[config.mk]
export PLATFORM = sky130hd
export DESIGN_NAME = intersection_arbiter
export DESIGN_NICKNAME = d
export VERILOG_FILES = /design/src/rtl/intersection_arbiter.sv
export SDC_FILE = /design/constraint.sdc
export NUM_CORES = 1
export LEC_CHECK = 0
export ABC_AREA = 1
export CELL_PAD_IN_SITES_DETAIL_PLACEMENT = 0
export CELL_PAD_IN_SITES_GLOBAL_PLACEMENT = 1
export CORE_MARGIN = 2
export CORE_UTILIZATION = 36
export CTS_CLUSTER_DIAMETER = 60
export DETAILED_ROUTE_END_ITERATION = 8
export GPL_TIMING_DRIVEN = 0
export PLACE_DENSITY_LB_ADDON = 0.1
export SKIP_LAST_GASP = 1
export SLEW_MARGIN = 10
export SYNTH_ARGS = -nofsm -noshare
export SYNTH_HDL_FRONTEND = slang
export SYNTH_SLANG_ARGS = --single-unit
[constraint.sdc]
create_clock -name clk -period 1.3 [get_ports clk]
set_input_delay 0.26 -clock clk [delete_from_list [all_inputs] [get_ports clk]]
set_output_delay 0.26 -clock clk [all_outputs]
set_load 0.02 [all_outputs]
[src/rtl/intersection_arbiter.sv]
// Two-way (north/west) intersection arbiter: latches pulsed requests, sequences
// green -> yellow -> all-red clearance per direction, round-robin on ties.
module intersection_arbiter #(
  parameter int unsigned GREEN_CYCLES  = 3,
  parameter int unsigned YELLOW_CYCLES = 1,
  parameter int unsigned CLEAR_CYCLES  = 1
) (
  input  logic       clk,
  input  logic       reset,
  input  logic       n,
  input  logic       w,
  output logic [1:0] light_n,
  output logic [1:0] light_w,
  output logic       pend_n,
  output logic       pend_w,
  output logic       busy
);

  localparam int unsigned MAX_GY  = (GREEN_CYCLES > YELLOW_CYCLES) ? GREEN_CYCLES : YELLOW_CYCLES;
  localparam int unsigned MAX_ALL = (MAX_GY > CLEAR_CYCLES) ? MAX_GY : CLEAR_CYCLES;
  localparam int unsigned CNT_W   = (MAX_ALL < 1) ? 1 : $clog2(MAX_ALL + 1);

  localparam logic [1:0] LAMP_RED    = 2'b00;
  localparam logic [1:0] LAMP_GREEN  = 2'b01;
  localparam logic [1:0] LAMP_YELLOW = 2'b10;

  typedef enum logic [2:0] {
    IDLE     = 3'd0,
    GREEN_N  = 3'd1,
    YELLOW_N = 3'd2,
    GREEN_W  = 3'd3,
    YELLOW_W = 3'd4,
    CLEAR    = 3'd5
  } state_t;

  state_t             state, state_next;
  logic [CNT_W-1:0]   cnt, cnt_next;
  logic               last_w, last_w_next;   // 1: west was served last
  logic               pend_n_next, pend_w_next;
  logic [1:0]         light_n_next, light_w_next;
  logic               busy_next;
  logic               dn, dw, grant_n, grant_w, decide;

  // State, phase counter, latches and registered lamp outputs
  always_ff @(posedge clk) begin
    if (reset) begin
      state   <= IDLE;
      cnt     <= '0;
      last_w  <= 1'b1;
      pend_n  <= 1'b0;
      pend_w  <= 1'b0;
      light_n <= LAMP_RED;
      light_w <= LAMP_RED;
      busy    <= 1'b0;
    end else begin
      state   <= state_next;
      cnt     <= cnt_next;
      last_w  <= last_w_next;
      pend_n  <= pend_n_next;
      pend_w  <= pend_w_next;
      light_n <= light_n_next;
      light_w <= light_w_next;
      busy    <= busy_next;
    end
  end

  // Next-state, request latching, grant decision and next lamp values
  always_comb begin
    state_next   = state;
    cnt_next     = cnt;
    last_w_next  = last_w;
    pend_n_next  = pend_n;
    pend_w_next  = pend_w;
    light_n_next = LAMP_RED;
    light_w_next = LAMP_RED;
    busy_next    = 1'b0;
    decide       = 1'b0;

    dn      = n | pend_n;
    dw      = w | pend_w;
    grant_n = dn & (~dw | last_w);
    grant_w = dw & (~dn | ~last_w);

    case (state)
      IDLE: decide = 1'b1;
      GREEN_N: begin
        pend_w_next = pend_w | w;
        if (cnt == '0) begin
          state_next = YELLOW_N;
          cnt_next   = CNT_W'(YELLOW_CYCLES - 1);
        end else begin
          cnt_next = cnt - CNT_W'(1);
        end
      end
      GREEN_W: begin
        pend_n_next = pend_n | n;
        if (cnt == '0) begin
          state_next = YELLOW_W;
          cnt_next   = CNT_W'(YELLOW_CYCLES - 1);
        end else begin
          cnt_next = cnt - CNT_W'(1);
        end
      end
      YELLOW_N, YELLOW_W: begin
        pend_n_next = pend_n | n;
        pend_w_next = pend_w | w;
        if (cnt == '0) begin
          state_next = CLEAR;
          cnt_next   = CNT_W'(CLEAR_CYCLES - 1);
        end else begin
          cnt_next = cnt - CNT_W'(1);
        end
      end
      CLEAR: begin
        pend_n_next = pend_n | n;
        pend_w_next = pend_w | w;
        if (cnt == '0) begin
          decide = 1'b1;
        end else begin
          cnt_next = cnt - CNT_W'(1);
        end
      end
      default: state_next = IDLE;
    endcase

    // Grant: winner's pend is cleared (same-cycle request absorbed), loser's demand latched
    if (decide) begin
      if (grant_n) begin
        state_next  = GREEN_N;
        cnt_next    = CNT_W'(GREEN_CYCLES - 1);
        pend_n_next = 1'b0;
        pend_w_next = dw;
        last_w_next = 1'b0;
      end else if (grant_w) begin
        state_next  = GREEN_W;
        cnt_next    = CNT_W'(GREEN_CYCLES - 1);
        pend_w_next = 1'b0;
        pend_n_next = dn;
        last_w_next = 1'b1;
      end else begin
        state_next  = IDLE;
        cnt_next    = '0;
        pend_n_next = 1'b0;
        pend_w_next = 1'b0;
      end
    end

    case (state_next)
      GREEN_N:  light_n_next = LAMP_GREEN;
      YELLOW_N: light_n_next = LAMP_YELLOW;
      GREEN_W:  light_w_next = LAMP_GREEN;
      YELLOW_W: light_w_next = LAMP_YELLOW;
      default: ;
    endcase
    busy_next = (state_next != IDLE);
  end

endmodule
==> results.py <==
metrics = {
    "sta": {
        "finalCritPeriodShare": 0.953,
        "worst_slack_ns": 0.0606,
        "rsz0062_at_grt": "false",
        "worst_slew_pin_slew_ns": 0.241,
        "maxSlewHeadroom": 0.837,
        "finalSetupViolations": 0,
        "whs_ns": 0.447,
        "finClkSkew_ns": 0.00609,
        "drv_slew": 0,
        "fmax_mhz": 807,
        "fin_crit_ns": 1.24,
        "finalHoldViolCount": 0,
    },
    "run": {
        "maxCapViolations": 0,
    },
    "critical_path": {
        "crit_arrival_ns": 0.98,
        "start_kind": "flip-flop",
        "critPathTopFamily": "flip-flops",
        "crit_fanout": 3,
        "crit_required_ns": 1.04,
        "path_class": "flip-flop to primary output",
        "crit_path_max_incr_delay_ns": 0.36,
        "critPathBufInv": 1,
        "critPathCaptureType": "primary output",
        "worstPathCellList": "dlygate4sd2_1",
        "cpMaxStageDelayCell": "dfxtp_1",
    },
    "synthesis": {
        "netlist_instances": 85,
        "synth_fp_nets": 89,
        "synthXorXnorAreaFrac": 0,
        "synth-simple-area-share": 0.421,
        "syn_avg_cell_area_um2": 7.65,
        "synth_fa_ha_area_frac": 0,
        "synthMuxAreaShare": 0,
        "synth_top_family_by_area": "simple AND/OR/NAND/NOR gates",
        "syn_area_um2": 651,
        "yosys_warnings": 0,
        "yosysSeqAreaShare": 0.400,
        "synth_compound_area_frac": 0.0981,
        "synth-seq-cells": 13,
        "synth.distinct_cells": 20,
    },
    "detailed_routing": {
        "drtIter0Drc": 7,
        "via_per_inst": 4.20,
        "route.detailed.drc": 0,
        "avgRoutedWirePerCell_um": 9.24,
        "drtAntennaViolNets": 0,
        "vias": 517,
        "wl_um": 1140,
        "first_pass_iters": 4,
    },
    "finish": {
        "layout_common_cells": "20 x nand2_1, 13 x dfxtp_1, 7 x inv_1, 7 x nand2_2, 7 x dlygate4sd2_1",
        "instances_no_fill": 123,
        "final_common_cell": "nand2_1",
        "layout-drive-gt1-share": 0.306,
        "syn_to_final_growth_pct": 21.3,
        "n_antenna_cell": 0,
        "nFillCells": 174,
        "nets": 103,
    },
    "placement": {
        "port_buffers": 9,
        "pre_cts_slack_ns": -0.126,
        "gp_congestion": 0.797,
        "post-dp-hpwl_um": 889,
        "dp_cells": 119,
    },
    "global_route": {
        "grt_max_degree": 9,
        "grt_usage": 0.137,
        "grt_pass1_vias": 486,
        "antenna_found_initial": 0,
        "grt_pass1_wl_um": 2040,
        "grt-ovfl-total": 0,
    },
    "die": {
        "dieArea_um2": 2160,
        "die_w_um": 46.5,
        "die_y_um": 46.5,
        "core_area_um2": 1710,
        "initial_core_util": 0.381,
        "io_pins": 11,
        "fp-row-count": 15,
    },
    "cts": {
        "post_cts_buffers": 0,
        "numClockSinks": 13,
        "htree_levels": 1,
        "cts_tree": "done",
        "ctsLongestPathBuffers": 2,
        "clk_latency_ns": 0.27,
        "cts-root-buf": "clkbuf_4",
        "cts_hold_buffers": 0,
        "clk_pin_slew_worst_paths_ns": 0.08,
        "cts_buffers": 3,
    },
    "hold_path": {
        "min_path_type": "input port to flip-flop",
    },
    "pwr": {
        "power_density_nw_per_um2": 2670,
        "leakagePower_nw": 0.389,
        "ir_worst_vdd_v": 0.000960,
    },
    "outcome": {
        "status": "finished, final reports clean",
    },
}
## cells by family (layout without fill, tap and decap cells)
group | Yosys count | count (layout)
DFF | 13 | 13
buffers and inverters | 12 | 25
AOI/OAI and AO/OA | 10 | 10
and+or+nand+nor | 50 | 50
## power by group
| group | switching (W) | internal (W) |
|---|---|---|
| Clock | 0.000123 | 0.000119 |
| Combinational | 0.000792 | 0.000432 |
| Sequential | 0.0000893 | 0.000555 |
## synthesized netlist by cell type, drive strengths merged
| library cell | count | area (µm²) |
|---|---|---|
| inv | 10 | 37.5 |
| o21ai | 3 | 26.3 |
| nor3 | 1 | 10.0 |
| a21oi | 6 | 30.0 |
| clkdlybuf4s25 | 1 | 10.0 |
| nor2 | 12 | 60.1 |
| dfxtp | 13 | 260 |
| nand2 | 29 | 141 |
| o211ai | 1 | 7.51 |
| clkinv | 1 | 5.00 |
| or2 | 1 | 6.26 |
| nand4 | 1 | 6.26 |
| nand3 | 6 | 50.1 |
## layout make-up
class / count / area (µm²) / share of cell area
multi-input combinational: 60 / 338 / 0.428
sequential: 13 / 260 / 0.330
timing repair buffer: 9 / 81.3 / 0.103
inverter: 11 / 42.5 / 0.0539
tap: 25 / 31.3 / 0.0396
clock buffer: 4 / 26.3 / 0.0333
buffer: 1 / 10.0 / 0.0127
## what timing repair did
action                     CTS  global route
hold endpoints to repair     0             0
setup endpoints to repair    7             0
resized for setup            7             0
## metal layers
layer | vias up | share of wire | GRT usage
li1 | 289 | - | -
met1 | 221 | 0.55 | 0.204
met2 | 5 | 0.42 | 0.175
met3 | 2 | 0.026 | 0.0353
met4 | 0 | 0.0070 | 0.0686
met5 | - | 0 | 0
## sequential cells by signal (all words and copies together), names as in the netlist
signal	count
busy	1
cnt	2
last_w	1
light_n	2
light_w	2
pend_n	1
pend_w	1
state	3
## final timing paths
path                  startpoint  cells after the start  slack [ns]                  end
min                        reset                      2        0.45  pend_n$_SDFFE_PP0P_
min reg2reg  pend_w$_SDFFE_PP0P_                      2        0.49  pend_w$_SDFFE_PP0P_
max          pend_n$_SDFFE_PP0P_                      1        0.06               pend_n
max reg2reg  state[0]$_SDFF_PP0_                      8        0.17      busy$_SDFF_PP0_
## stage by stage
step	power (W)	TNS, ns	util	instance area, µm²
after detailed placement	0.00195	-0.824	0.452	772
after global placement	0.00195	-0.720	0.452	772
after CTS	0.00214	0	0.462	790
after global routing	0.00232	0	0.462	790
final	0.00211	0	0.462	790
after floorplan	0.00164	0	-	651
Power figures use the tool's default switching activity.
==> variant (same flow settings) <==
Put one more register stage on the output `pend_n`, cleared by the reset. The value now appears one clock later. The other outputs are not delayed to match.
--- a/src/rtl/intersection_arbiter.sv
+++ b/src/rtl/intersection_arbiter.sv
@@ -33,6 +33,8 @@
     CLEAR    = 3'd5
   } state_t;
 
+  logic pend_n_s0;
+
   state_t             state, state_next;
   logic [CNT_W-1:0]   cnt, cnt_next;
   logic               last_w, last_w_next;   // 1: west was served last
@@ -47,7 +49,7 @@
       state   <= IDLE;
       cnt     <= '0;
       last_w  <= 1'b1;
-      pend_n  <= 1'b0;
+      pend_n_s0 <= 1'b0;
       pend_w  <= 1'b0;
       light_n <= LAMP_RED;
       light_w <= LAMP_RED;
@@ -56,7 +58,7 @@
       state   <= state_next;
       cnt     <= cnt_next;
       last_w  <= last_w_next;
-      pend_n  <= pend_n_next;
+      pend_n_s0 <= pend_n_next;
       pend_w  <= pend_w_next;
       light_n <= light_n_next;
       light_w <= light_w_next;
@@ -69,14 +71,14 @@
     state_next   = state;
     cnt_next     = cnt;
     last_w_next  = last_w;
-    pend_n_next  = pend_n;
+    pend_n_next  = pend_n_s0;
     pend_w_next  = pend_w;
     light_n_next = LAMP_RED;
     light_w_next = LAMP_RED;
     busy_next    = 1'b0;
     decide       = 1'b0;
 
-    dn      = n | pend_n;
+    dn      = n | pend_n_s0;
     dw      = w | pend_w;
     grant_n = dn & (~dw | last_w);
     grant_w = dw & (~dn | ~last_w);
@@ -93,7 +95,7 @@
         end
       end
       GREEN_W: begin
-        pend_n_next = pend_n | n;
+        pend_n_next = pend_n_s0 | n;
         if (cnt == '0) begin
           state_next = YELLOW_W;
           cnt_next   = CNT_W'(YELLOW_CYCLES - 1);
@@ -102,7 +104,7 @@
         end
       end
       YELLOW_N, YELLOW_W: begin
-        pend_n_next = pend_n | n;
+        pend_n_next = pend_n_s0 | n;
         pend_w_next = pend_w | w;
         if (cnt == '0) begin
           state_next = CLEAR;
@@ -112,7 +114,7 @@
         end
       end
       CLEAR: begin
-        pend_n_next = pend_n | n;
+        pend_n_next = pend_n_s0 | n;
         pend_w_next = pend_w | w;
         if (cnt == '0) begin
           decide = 1'b1;
@@ -155,4 +157,12 @@
     busy_next = (state_next != IDLE);
   end
 
+  always_ff @(posedge clk) begin
+    if (reset) begin
+      pend_n <= '0;
+    end else begin
+      pend_n <= pend_n_s0;
+    end
+  end
+
 endmodule
Function: changed (a bounded check fails within 4 cycles, from zero or initial values and one cycle with reset high).
==> variant against the original RTL <==
Die area is 2.3% lower; synthesized area is 2.5% lower; total power hardly changed; clock skew hardly changed; sequential power is 9.2% higher; routed wire length is 2.9% higher; cell area is 1.7% higher; setup slack worse by 0.0060 ns; combinational power is 11% lower; sequential cell count is 1 higher; highest routed layer unchanged.
==> variant: results (changes against the original RTL) <==
In this run the worst setup path terminates at pend_w. The most critical setup path has its startpoint at pend_w. The number of max-slew violations in the final report is 0 (unchanged). The overall overflow remaining after global route is 0 (unchanged).

In the synthesized netlist, the cells that appear most often are 21 x sky130_fd_sc_hd__nand2_1, 14 x sky130_fd_sc_hd__dfxtp_1, 7 x sky130_fd_sc_hd__nor2_1. The number of iterations in the first detailed-routing pass is 2 (-2). The distinct cell type count after synthesis is 17 (-15%). The setup slack of the worst register-to-register path is 0.10 ns (-0.07 ns).

The global-route wire length before repair was 1.92 mm (-5.7%). The number of buffers on the longest clock path is 2 (unchanged). The number of global-route vias before repair is 464 (-4.5%). The placer's final routability congestion estimate came out at 0.775 (-2.8%). The detailed-route wire length per cell is 10.2 microns (+10%). Sorting the synthesized cells by area gives the leading types as sky130_fd_sc_hd__dfxtp_1 44%, sky130_fd_sc_hd__nand2_1 12%, sky130_fd_sc_hd__nand2_4 7.1%. The vias per cell came out at 4.75 (+13%). The antenna diode instance count is 0 (unchanged). The combined global-route utilization of all metal layers is 13.1% (-0.56 points). The estimated wirelength of the detail-placed design came out at 899 microns (+1.2%). The DRC violation total after the first TritonRoute iteration was 3 (-4).

The startpoint identified for the worst register-to-register timing path is cnt[0]. The reg-to-reg critical path endpoint is light_w[1]. The buffer cell driving the clock tree root is sky130_fd_sc_hd__clkbuf_4. The total number of nets in the final design is 103 (unchanged). The layout cell share with drive strength beyond 1 came out at 26.5% (-4.1 points). The worst reg2reg path depth came out at 7 (-1). The count of H-tree levels built during CTS is 1 (unchanged). The synthesized netlist net count is 88 (-1.1%).

The standard cell area after detailed placement came out at 756 sq um (-2.1%). The register name with the most flops is state. The share of synthesized registers carrying an async set or reset is 0% (unchanged). The run finished with clean final reports.

The sequential cell area fraction in the yosys report is 44.2% (+4.2 points). The synthesis-stage register bit count is 14 (+1). The transition time at the pin with the least slew margin was 0.275 ns (+0.0343 ns). The switching share of total power came out at 45.7% (-1.9 points).

The reported leakage power came out at 0.406 nW (+4.5%). The number of I/O port buffers is 10 (+1). The clock buffer count from CTS came to 3 (unchanged).

The flip-flop count of the largest register, all copies and words added is 3 (unchanged). The post-CTS setup buffer count came out at 0 (unchanged). The largest driver fanout on the critical path came out at 3 (unchanged). On the critical path, the stage with the largest delay is an instance of sky130_fd_sc_hd__dfxtp_1.

The peak supply drop came out at 0.00118 V (+23%). The worst clock skew is 0.00604 ns (-0.0000497 ns). The worst min-delay path category is reg -> reg.
-- variant: changes by cell type after synthesis, moves of 2 or more --
cell,delta
sky130_fd_sc_hd__nand3_1,+3
sky130_fd_sc_hd__nor3_2,+2
sky130_fd_sc_hd__nand2_2,-4
sky130_fd_sc_hd__inv_2,+2
sky130_fd_sc_hd__nand2_4,+2
sky130_fd_sc_hd__nor2_2,-4
sky130_fd_sc_hd__nand3_2,-3
-- variant: layout make-up --
cell class / count / area [sq um]
Inverter: 12 / 45.0
Tap cell: 17 / 21.3
Sequential cell: 14 / 283
Fill cell: 174 / 886
Multi-Input combinational cell: 58 / 327
Timing Repair Buffer: 10 / 91.3
Clock buffer: 4 / 36.3
-- variant: repair_timing --
action	in CTS	in global routing
pin swaps	0	1
gates resized for setup	7	6
setup endpoints to repair	7	2
-- variant: logic make-up (layout without fill, tap and decap cells) --
kind of cell	after synthesis	in the layout	share of synthesized area, %
buffers and inverters	12	26	7.10
DFF	14	14	44.2
AOI/OAI and AO/OA	11	11	9.07
and+or+nand+nor	47	47	39.6
-- variant: power by group through the flow --
stage | Combinational, W | Sequential, W | Clock (W)
after global routing | 0.00122 | 0.000720 | 0.000339
final | 0.00109 | 0.000703 | 0.000312
after CTS | 0.00106 | 0.000685 | 0.000324
after floorplan | 0.000750 | 0.000768 | 0
after global placement | 0.00111 | 0.000697 | 0
after detailed placement | 0.00110 | 0.000697 | 0
-- variant: worst min-delay path by stage --
stage / start / end / slack, ns / cells after the start
6_report: pend_n_s0 / pend_n / 0.45 / 2
5_1_grt: pend_n_s0 / pend_n / 0.48 / 2
4_1_cts: pend_n_s0 / pend_n / 0.46 / 2
3_5_place_dp: pend_n_s0 / pend_n / 0.45 / 2
3_3_place_gp: pend_n_s0 / pend_n / 0.44 / 2
2_1_floorplan: reset / cnt[1] / 0.33 / 1
-- variant: worst register-to-register path: cells and delay by family, from the launching register on --
kind	cells	cell delay, ns
buffers and inverters	1	0.06
AO/OA/AOI/OAI	1	0.20
AND/OR/NAND/NOR	5	0.41
flip-flops	1	0.42
-- variant: through the flow --
stage          setup WS, ns  std cells  hold WS (ns)  setup TNS (ns)
3_5_place_dp         -0.227        111         0.446           -1.42
2_1_floorplan         0.149         84         0.329               0
3_3_place_gp         -0.226        111         0.444           -1.44
6_report             0.0546        115         0.453               0
4_1_cts              0.0566        115         0.455               0
5_1_grt            -0.00670        115         0.481        -0.00670
-- variant: routing by layer --
layer | wire, microns | GRT usage, % | vias up
met5 | 0 | 0 | -
met4 | 34 | 8.57 | 0
met3 | 36 | 3.57 | 5
met2 | 510 | 19.2 | 8
met1 | 588 | 16.6 | 241
li1 | - | - | 292
